### src/rtl/decode_issue_if.sv
// Instruction intake and store-drain handshakes between decode_issue and its neighbours.
// Valid/ready: a transfer happens at a rising edge where both are 1; valid never waits on ready.
interface decode_issue_if #(
  parameter int DW = 32,
  parameter int AW = 4
);
  logic          inst_valid_in;
  logic          inst_ready_out;
  logic [31:0]   inst_in;
  logic          st_valid_out;
  logic          st_ready_in;
  logic [AW-1:0] st_addr_out;
  logic [DW-1:0] st_data_out;

  modport master (
    output inst_valid_in, inst_in, st_ready_in,
    input  inst_ready_out, st_valid_out, st_addr_out, st_data_out
  );

  modport slave (
    input  inst_valid_in, inst_in, st_ready_in,
    output inst_ready_out, st_valid_out, st_addr_out, st_data_out
  );
endinterface

### src/rtl/decode_issue.sv
// Decode/issue stage: decodes instructions, reads the register file with forwarding from the
// single-cycle issue register, retires ALU results and carry, and drains STORE data.
module decode_issue #(
  parameter  int NREG = 16,
  parameter  int DW   = 32,
  localparam int AW   = $clog2(NREG)
) (
  input  logic          clk,
  input  logic          rst_n,
  decode_issue_if.slave bus,
  output logic [4:0]    opcode_out,
  output logic [DW-1:0] a_out,
  output logic [DW-1:0] b_out,
  input  logic [DW-1:0] result_alu_in,
  input  logic          carry_alu_in,
  output logic          carry_flag_out,
  output logic          illegal_out,
  input  logic [AW-1:0] dbg_addr_in,
  output logic [DW-1:0] dbg_data_out
);

  localparam logic [4:0] OP_NOP   = 5'b00000;
  localparam logic [4:0] OP_STORE = 5'b11011;

  // Instruction fields
  logic [4:0]    dec_op;
  logic [AW-1:0] dec_rd;
  logic [AW-1:0] dec_rs1;
  logic [AW-1:0] dec_rs2;
  logic          unused_inst_bits;

  assign dec_op           = bus.inst_in[31:27];
  assign dec_rd           = bus.inst_in[26:23];
  assign dec_rs1          = bus.inst_in[22:19];
  assign dec_rs2          = bus.inst_in[18:15];
  assign unused_inst_bits = ^bus.inst_in[14:0];

  // State
  logic [DW-1:0] rf_q [NREG];
  logic [DW-1:0] rf_d [NREG];
  logic          iss_valid_q, iss_valid_d;
  logic [4:0]    iss_op_q, iss_op_d;
  logic [DW-1:0] iss_a_q, iss_a_d;
  logic [DW-1:0] iss_b_q, iss_b_d;
  logic [AW-1:0] iss_rd_q, iss_rd_d;
  logic          iss_wen_q, iss_wen_d;
  logic          iss_store_q, iss_store_d;
  logic          st_valid_q, st_valid_d;
  logic [AW-1:0] st_addr_q, st_addr_d;
  logic [DW-1:0] st_data_q, st_data_d;
  logic          carry_q, carry_d;
  logic          illegal_q, illegal_d;

  logic          dec_legal;
  logic          accept;
  logic          iss_commit;
  logic          st_load;
  logic [DW-1:0] opa;
  logic [DW-1:0] opb;

  always_comb begin
    dec_legal = 1'b0;
    if (dec_op <= 5'b01011) begin
      dec_legal = 1'b1;
    end else begin
      case (dec_op)
        5'b11000, 5'b11010, 5'b11011, 5'b11100, 5'b11110: dec_legal = 1'b1;
        default:                                          dec_legal = 1'b0;
      endcase
    end
  end

  // A STORE in issue or a stalled store register blocks intake so a new STORE always finds room.
  assign bus.inst_ready_out = ~(st_valid_q & ~bus.st_ready_in) & ~(iss_valid_q & iss_store_q);
  assign accept             = bus.inst_valid_in & bus.inst_ready_out;
  assign iss_commit         = iss_valid_q & iss_wen_q;
  assign st_load            = iss_valid_q & iss_store_q;

  // Operand read; the op currently at the ALU has not committed yet, so its result is bypassed.
  always_comb begin
    opa = '0;
    opb = '0;
    if (dec_rs1 != '0) begin
      opa = (iss_commit && iss_rd_q == dec_rs1) ? result_alu_in : rf_q[dec_rs1];
    end
    if (dec_rs2 != '0) begin
      opb = (iss_commit && iss_rd_q == dec_rs2) ? result_alu_in : rf_q[dec_rs2];
    end
  end

  always_comb begin
    iss_valid_d = 1'b0;
    iss_op_d    = OP_NOP;
    iss_a_d     = '0;
    iss_b_d     = '0;
    iss_rd_d    = '0;
    iss_wen_d   = 1'b0;
    iss_store_d = 1'b0;
    illegal_d   = illegal_q;
    if (accept) begin
      iss_valid_d = 1'b1;
      if (dec_legal) begin
        iss_op_d    = dec_op;
        iss_a_d     = opa;
        iss_b_d     = opb;
        iss_rd_d    = dec_rd;
        iss_wen_d   = (dec_op != OP_NOP) && (dec_op != OP_STORE);
        iss_store_d = (dec_op == OP_STORE);
      end else begin
        illegal_d   = 1'b1;
      end
    end
  end

  always_comb begin
    rf_d    = rf_q;
    carry_d = carry_q;
    if (iss_commit) begin
      carry_d = carry_alu_in;
      if (iss_rd_q != '0) begin
        rf_d[iss_rd_q] = result_alu_in;
      end
    end
  end

  // A new load wins over a same-edge drain.
  always_comb begin
    st_valid_d = st_valid_q & ~bus.st_ready_in;
    st_addr_d  = st_addr_q;
    st_data_d  = st_data_q;
    if (st_load) begin
      st_valid_d = 1'b1;
      st_addr_d  = iss_rd_q;
      st_data_d  = result_alu_in;
    end
  end

  always_ff @(posedge clk or negedge rst_n) begin
    if (!rst_n) begin
      for (int i = 0; i < NREG; i++) begin
        rf_q[i] <= '0;
      end
      iss_valid_q <= 1'b0;
      iss_op_q    <= OP_NOP;
      iss_a_q     <= '0;
      iss_b_q     <= '0;
      iss_rd_q    <= '0;
      iss_wen_q   <= 1'b0;
      iss_store_q <= 1'b0;
      st_valid_q  <= 1'b0;
      st_addr_q   <= '0;
      st_data_q   <= '0;
      carry_q     <= 1'b0;
      illegal_q   <= 1'b0;
    end else begin
      rf_q        <= rf_d;
      iss_valid_q <= iss_valid_d;
      iss_op_q    <= iss_op_d;
      iss_a_q     <= iss_a_d;
      iss_b_q     <= iss_b_d;
      iss_rd_q    <= iss_rd_d;
      iss_wen_q   <= iss_wen_d;
      iss_store_q <= iss_store_d;
      st_valid_q  <= st_valid_d;
      st_addr_q   <= st_addr_d;
      st_data_q   <= st_data_d;
      carry_q     <= carry_d;
      illegal_q   <= illegal_d;
    end
  end

  assign opcode_out      = iss_op_q;
  assign a_out           = iss_a_q;
  assign b_out           = iss_b_q;
  assign bus.st_valid_out = st_valid_q;
  assign bus.st_addr_out  = st_addr_q;
  assign bus.st_data_out  = st_data_q;
  assign carry_flag_out  = carry_q;
  assign illegal_out     = illegal_q;
  assign dbg_data_out    = (dbg_addr_in == '0) ? '0 : rf_q[dbg_addr_in];

endmodule

### src/flat_wrapper.sv
// flat-port wrapper written by rule: the top's interface ports become plain ports
module decode_issue_flat 
#(
  parameter  int NREG = 16,
  parameter  int DW   = 32,
  localparam int AW   = $clog2(NREG)
)
  (clk, rst_n, opcode_out, a_out, b_out, result_alu_in, carry_alu_in, carry_flag_out, illegal_out, dbg_addr_in, dbg_data_out, bus_inst_valid_in, bus_inst_in, bus_st_ready_in, bus_inst_ready_out, bus_st_valid_out, bus_st_addr_out, bus_st_data_out);
  decode_issue_if #(.DW(DW)) bus_i ();
  input  logic clk;
  input  logic rst_n;
  output logic [4:0] opcode_out;
  output logic [DW-1:0] a_out;
  output logic [DW-1:0] b_out;
  input  logic [DW-1:0] result_alu_in;
  input  logic carry_alu_in;
  output logic carry_flag_out;
  output logic illegal_out;
  input  logic [AW-1:0] dbg_addr_in;
  output logic [DW-1:0] dbg_data_out;
  input wire logic [$bits(bus_i.inst_valid_in)-1:0] bus_inst_valid_in;
  input wire logic [$bits(bus_i.inst_in)-1:0] bus_inst_in;
  input wire logic [$bits(bus_i.st_ready_in)-1:0] bus_st_ready_in;
  output wire logic [$bits(bus_i.inst_ready_out)-1:0] bus_inst_ready_out;
  output wire logic [$bits(bus_i.st_valid_out)-1:0] bus_st_valid_out;
  output wire logic [$bits(bus_i.st_addr_out)-1:0] bus_st_addr_out;
  output wire logic [$bits(bus_i.st_data_out)-1:0] bus_st_data_out;
  assign bus_i.inst_valid_in = bus_inst_valid_in;
  assign bus_i.inst_in = bus_inst_in;
  assign bus_i.st_ready_in = bus_st_ready_in;
  assign bus_inst_ready_out = bus_i.inst_ready_out;
  assign bus_st_valid_out = bus_i.st_valid_out;
  assign bus_st_addr_out = bus_i.st_addr_out;
  assign bus_st_data_out = bus_i.st_data_out;
  decode_issue #(.NREG(NREG), .DW(DW)) u_core (.clk(clk), .rst_n(rst_n), .bus(bus_i), .opcode_out(opcode_out), .a_out(a_out), .b_out(b_out), .result_alu_in(result_alu_in), .carry_alu_in(carry_alu_in), .carry_flag_out(carry_flag_out), .illegal_out(illegal_out), .dbg_addr_in(dbg_addr_in), .dbg_data_out(dbg_data_out));
endmodule
### config.mk
export PLATFORM = sky130hd
export DESIGN_NAME = decode_issue_flat
export DESIGN_NICKNAME = d
export VERILOG_FILES = /design/src/rtl/decode_issue_if.sv /design/src/rtl/decode_issue.sv /design/src/flat_wrapper.sv
export SDC_FILE = /design/constraint.sdc
export NUM_CORES = 1
export LEC_CHECK = 0
export CORE_ASPECT_RATIO = 1.2
export CORE_MARGIN = 10
export CORE_UTILIZATION = 60
export CTS_CLUSTER_SIZE = 28
export DETAILED_ROUTE_END_ITERATION = 7
export GPL_ROUTABILITY_DRIVEN = 1
export HOLD_SLACK_MARGIN = 0.02
export PLACE_DENSITY = 0.89
export SYNTH_ARGS = -nofsm -noshare
export SYNTH_HDL_FRONTEND = slang
export SYNTH_SLANG_ARGS = --single-unit
### constraint.sdc
create_clock -name clk -period 2.3 [get_ports clk]
set_input_delay 0.23 -clock clk [delete_from_list [all_inputs] [get_ports clk]]
set_output_delay 0.23 -clock clk [all_outputs]
set_load 0.005 [all_outputs]
==> flow_summary.toml <==
[hold_path]
min_path_type = "in2async"

[drt]
drc = 0
routed_via_density = 8.05
first_iter_violations = 4704
routed_wl_um = 127000
routedWlPerCell_um = 36.9
dr.pass1.iters = 6
num_vias = 27700
drtAntennaViolNets = 0

[timing]
slew-limit-headroom = 0.172
final_max_slew_viol_count = 0
finalCritPeriodShare = 1.08
tightestPinTransition_ns = 1.24
fmax_mhz = 403
hold_violations = 0
worst_slack_ns = -0.181
fin_crit_ns = 2.48
clock_skew_ns = 0.0253
setup_violations = 31
rsz0062_at_grt = "true"

[setup_path]
r2r-start = "u_core.rf_q[425]"
worstPathArrival_ns = 2.25
worstPathMaxFanout = 4
r2r.worst_path.cells = 6
cp_data_required_time_ns = 2.07
crit_type = "reg2out"
cp_slowest_stage_delay_ns = 0.58
r2r_slack_ns = 0.05
worst_path_max_delay_cell = "mux4_2"
endpoint_kind = "primary output"
crit_path_start_kind = "register"
reg2reg_to = "u_core.b_out[9]"
worstPathCellList = "mux4_2 -> mux2i_1 -> a211oi_2 -> buf_2"

[clock_tree]
clock-root-buffer = "clkbuf_16"
insertion_delay_ns = 0.67
clk_pin_slew_ns = 0.07
cts_htree_levels = 2
cts_tree = "yes"
cts_buffers = 61
cts_sinks = 627
clock_path_buffers = 3

[die]
die-area_um2 = 68300
die_h_um = 284
start_util = 0.608
die_x_um = 240
core_area_um2 = 57400
ios = 214
rows = 96

[grt]
grt_pass1_wl_um = 182000
grt_usage = 0.354
antenna_found_initial = 2
overflow = 0
grt_pass1_vias = 29100
grt_max_degree = 108

[yosys]
async_flop_share = 1.00
syn_area_um2 = 34900
ys_types = 44
synth_edf_count = 0
synth_area_per_cell_um2 = 14.8
ys_seq_elements = 627
netlist_instances = 2361
syn_nets = 2434
yosysWarnings = 0
synth_ff_type = "dfrtp_1"
ys_seq_area_frac = 0.449

[status]
violations = "negative setup slack"
status = "finished with violations"

[power]
cellLeakagePower_nw = 18.6
cellPowerDensity_nw_per_um2 = 701
p_total_mw = 29.8
ir_drop_mv = 0.688

[cells_and_area]
areaGrowthSynthToFinish_pct = 21.6
final_area_um2 = 42500
drive_gt1_frac = 0.496
nNetsFinal = 2730
final_cells = 3443

[placed_design]
dp_worst_setup_slack_ns = -0.329
placed_area_um2 = 38900
place_inst = 3194
gp_congestion = 0.907
port-buffer-count = 198
hpwl_um = 66800

[flow_run]
drv_cap = 0
## Yosys cell counts, types with 5 or more instances
cell      instances  area share
and2_1            8      0.0014
a22o_1           64       0.016
mux2_2          418        0.13
inv_1             5     0.00054
buf_2            99       0.014
o21ai_0          24      0.0034
nand2_1          97       0.010
clkbuf_1        145       0.016
a211oi_1         64       0.014
dfrtp_1         627        0.45
a22oi_1          96       0.021
o21ai_1           9      0.0013
xnor2_1           6      0.0015
buf_1            10      0.0011
nor2b_1          36      0.0064
mux2i_1          63       0.018
o22ai_1          31      0.0056
mux2_1          130       0.042
mux4_2          353        0.23
nor2_1           13      0.0014
buf_4            21      0.0045
nand3_1           5     0.00072
## kinds of logic after synthesis
family	count (synthesis)	share of synthesized area
buf+inv	281	0.0362
mux	964	0.422
compound gates	293	0.0618
simple gates	188	0.0283
flops	627	0.449
xor+xnor	8	0.00201
## cell type report
type                       instances  area (um^2)
multi-input combinational       1453        18600
sequential                       627        15700
fill                            3014        15000
timing repair buffer             509         5010
clock buffer                      84         1810
tap                              735          920
clock inverter                    27          412
inverter                           5         18.8
antenna                            3         7.51
## placed cells by master (no fill, tap or decap), types with 15 or more instances in the layout
| cell type | synthesis | final |
|---|---|---|
| o21ai_0 | 24 | 24 |
| mux2_2 | 418 | 418 |
| buf_2 | 99 | 35 |
| clkbuf_8 | 0 | 17 |
| nor2b_4 | 0 | 19 |
| clkdlybuf4s50_1 | 0 | 155 |
| dfrtp_1 | 627 | 626 |
| a211oi_2 | 0 | 48 |
| buf_4 | 21 | 244 |
| clkbuf_16 | 0 | 63 |
| a22oi_1 | 96 | 96 |
| nand2_1 | 97 | 97 |
| buf_12 | 0 | 69 |
| mux4_2 | 353 | 353 |
| mux2_1 | 130 | 130 |
| o22ai_1 | 31 | 31 |
| a22o_1 | 64 | 64 |
| mux2i_1 | 63 | 54 |
| nor2b_1 | 36 | 15 |
## metrics by stage
step	hold slack, ns	utilization	TNS, ns
after CTS	0.0358	0.732	-0.958
final	0.0214	0.739	-2.23
after detailed placement	0.103	0.677	-7.36
after global routing	0.0417	0.739	-3.08
after global placement	0.0996	0.677	-5.60
after floorplan	-0.0656	-	0
## critical path, delay by kind of cell, from the launching register on
kind | cells | cell delay (ns)
AO/OA/AOI/OAI | 1 | 0.11
buffers and inverters | 1 | 0.14
flip-flops | 1 | 0.53
multiplexers | 2 | 0.81
## where the power goes
group	total, mW	internal [mW]	switching (mW)
Clock	11.3	6.59	4.67
Sequential	12.8	11.9	0.877
Combinational	5.75	3.09	2.66
Total	29.8	21.6	8.21
## worst max path at each step
stage | startpoint | to | slack [ns] | cells past startpoint
finish | u_core.rf_q[218] | dbg_data_out[26] | -0.18 | 4
global route | u_core.rf_q[90] | dbg_data_out[26] | -0.24 | 4
CTS | u_core.rf_q[412] | dbg_data_out[28] | -0.13 | 6
detailed placement | dbg_addr_in[0] | dbg_data_out[9] | -0.33 | 8
global placement | dbg_addr_in[0] | dbg_data_out[9] | -0.32 | 8
floorplan | bus_inst_in[20] | u_core.a_out[12] | 0.44 | 7
## state kept, by name (all words and copies together), names as in the netlist
signal / flops
u_core.carry_flag_out: 1
u_core.iss_valid_q: 1
u_core.rf_q: 512
u_core.illegal_out: 1
u_core.opcode_out: 5
u_core.a_out: 32
u_core.bus.st_addr_out: 4
u_core.b_out: 32
u_core.bus.st_data_out: 32
u_core.iss_store_q: 1
u_core.iss_wen_q: 1
u_core.iss_rd_q: 4
u_core.bus.st_valid_out: 1
## routing by layer
| metal | vias to the layer above | GRT usage | wire length, um |
|---|---|---|---|
| li1 | 9865 | - | - |
| met3 | 1136 | 0.115 | 17400 |
| met5 | - | 0 | 0 |
| met1 | 13700 | 0.414 | 39300 |
| met4 | 0 | 0.257 | 12500 |
| met2 | 3057 | 0.543 | 57700 |
## repair_timing
item / CTS / global route
buffers inserted: 109 / 31
hold endpoints to repair: 406 / 0
setup endpoints to repair: 32 / 32
resized for setup: 195 / 35
hold buffers: 1 / 0
cloned: 0 / 0
pin swaps: 53 / 12
Power figures use the tool's default switching activity.
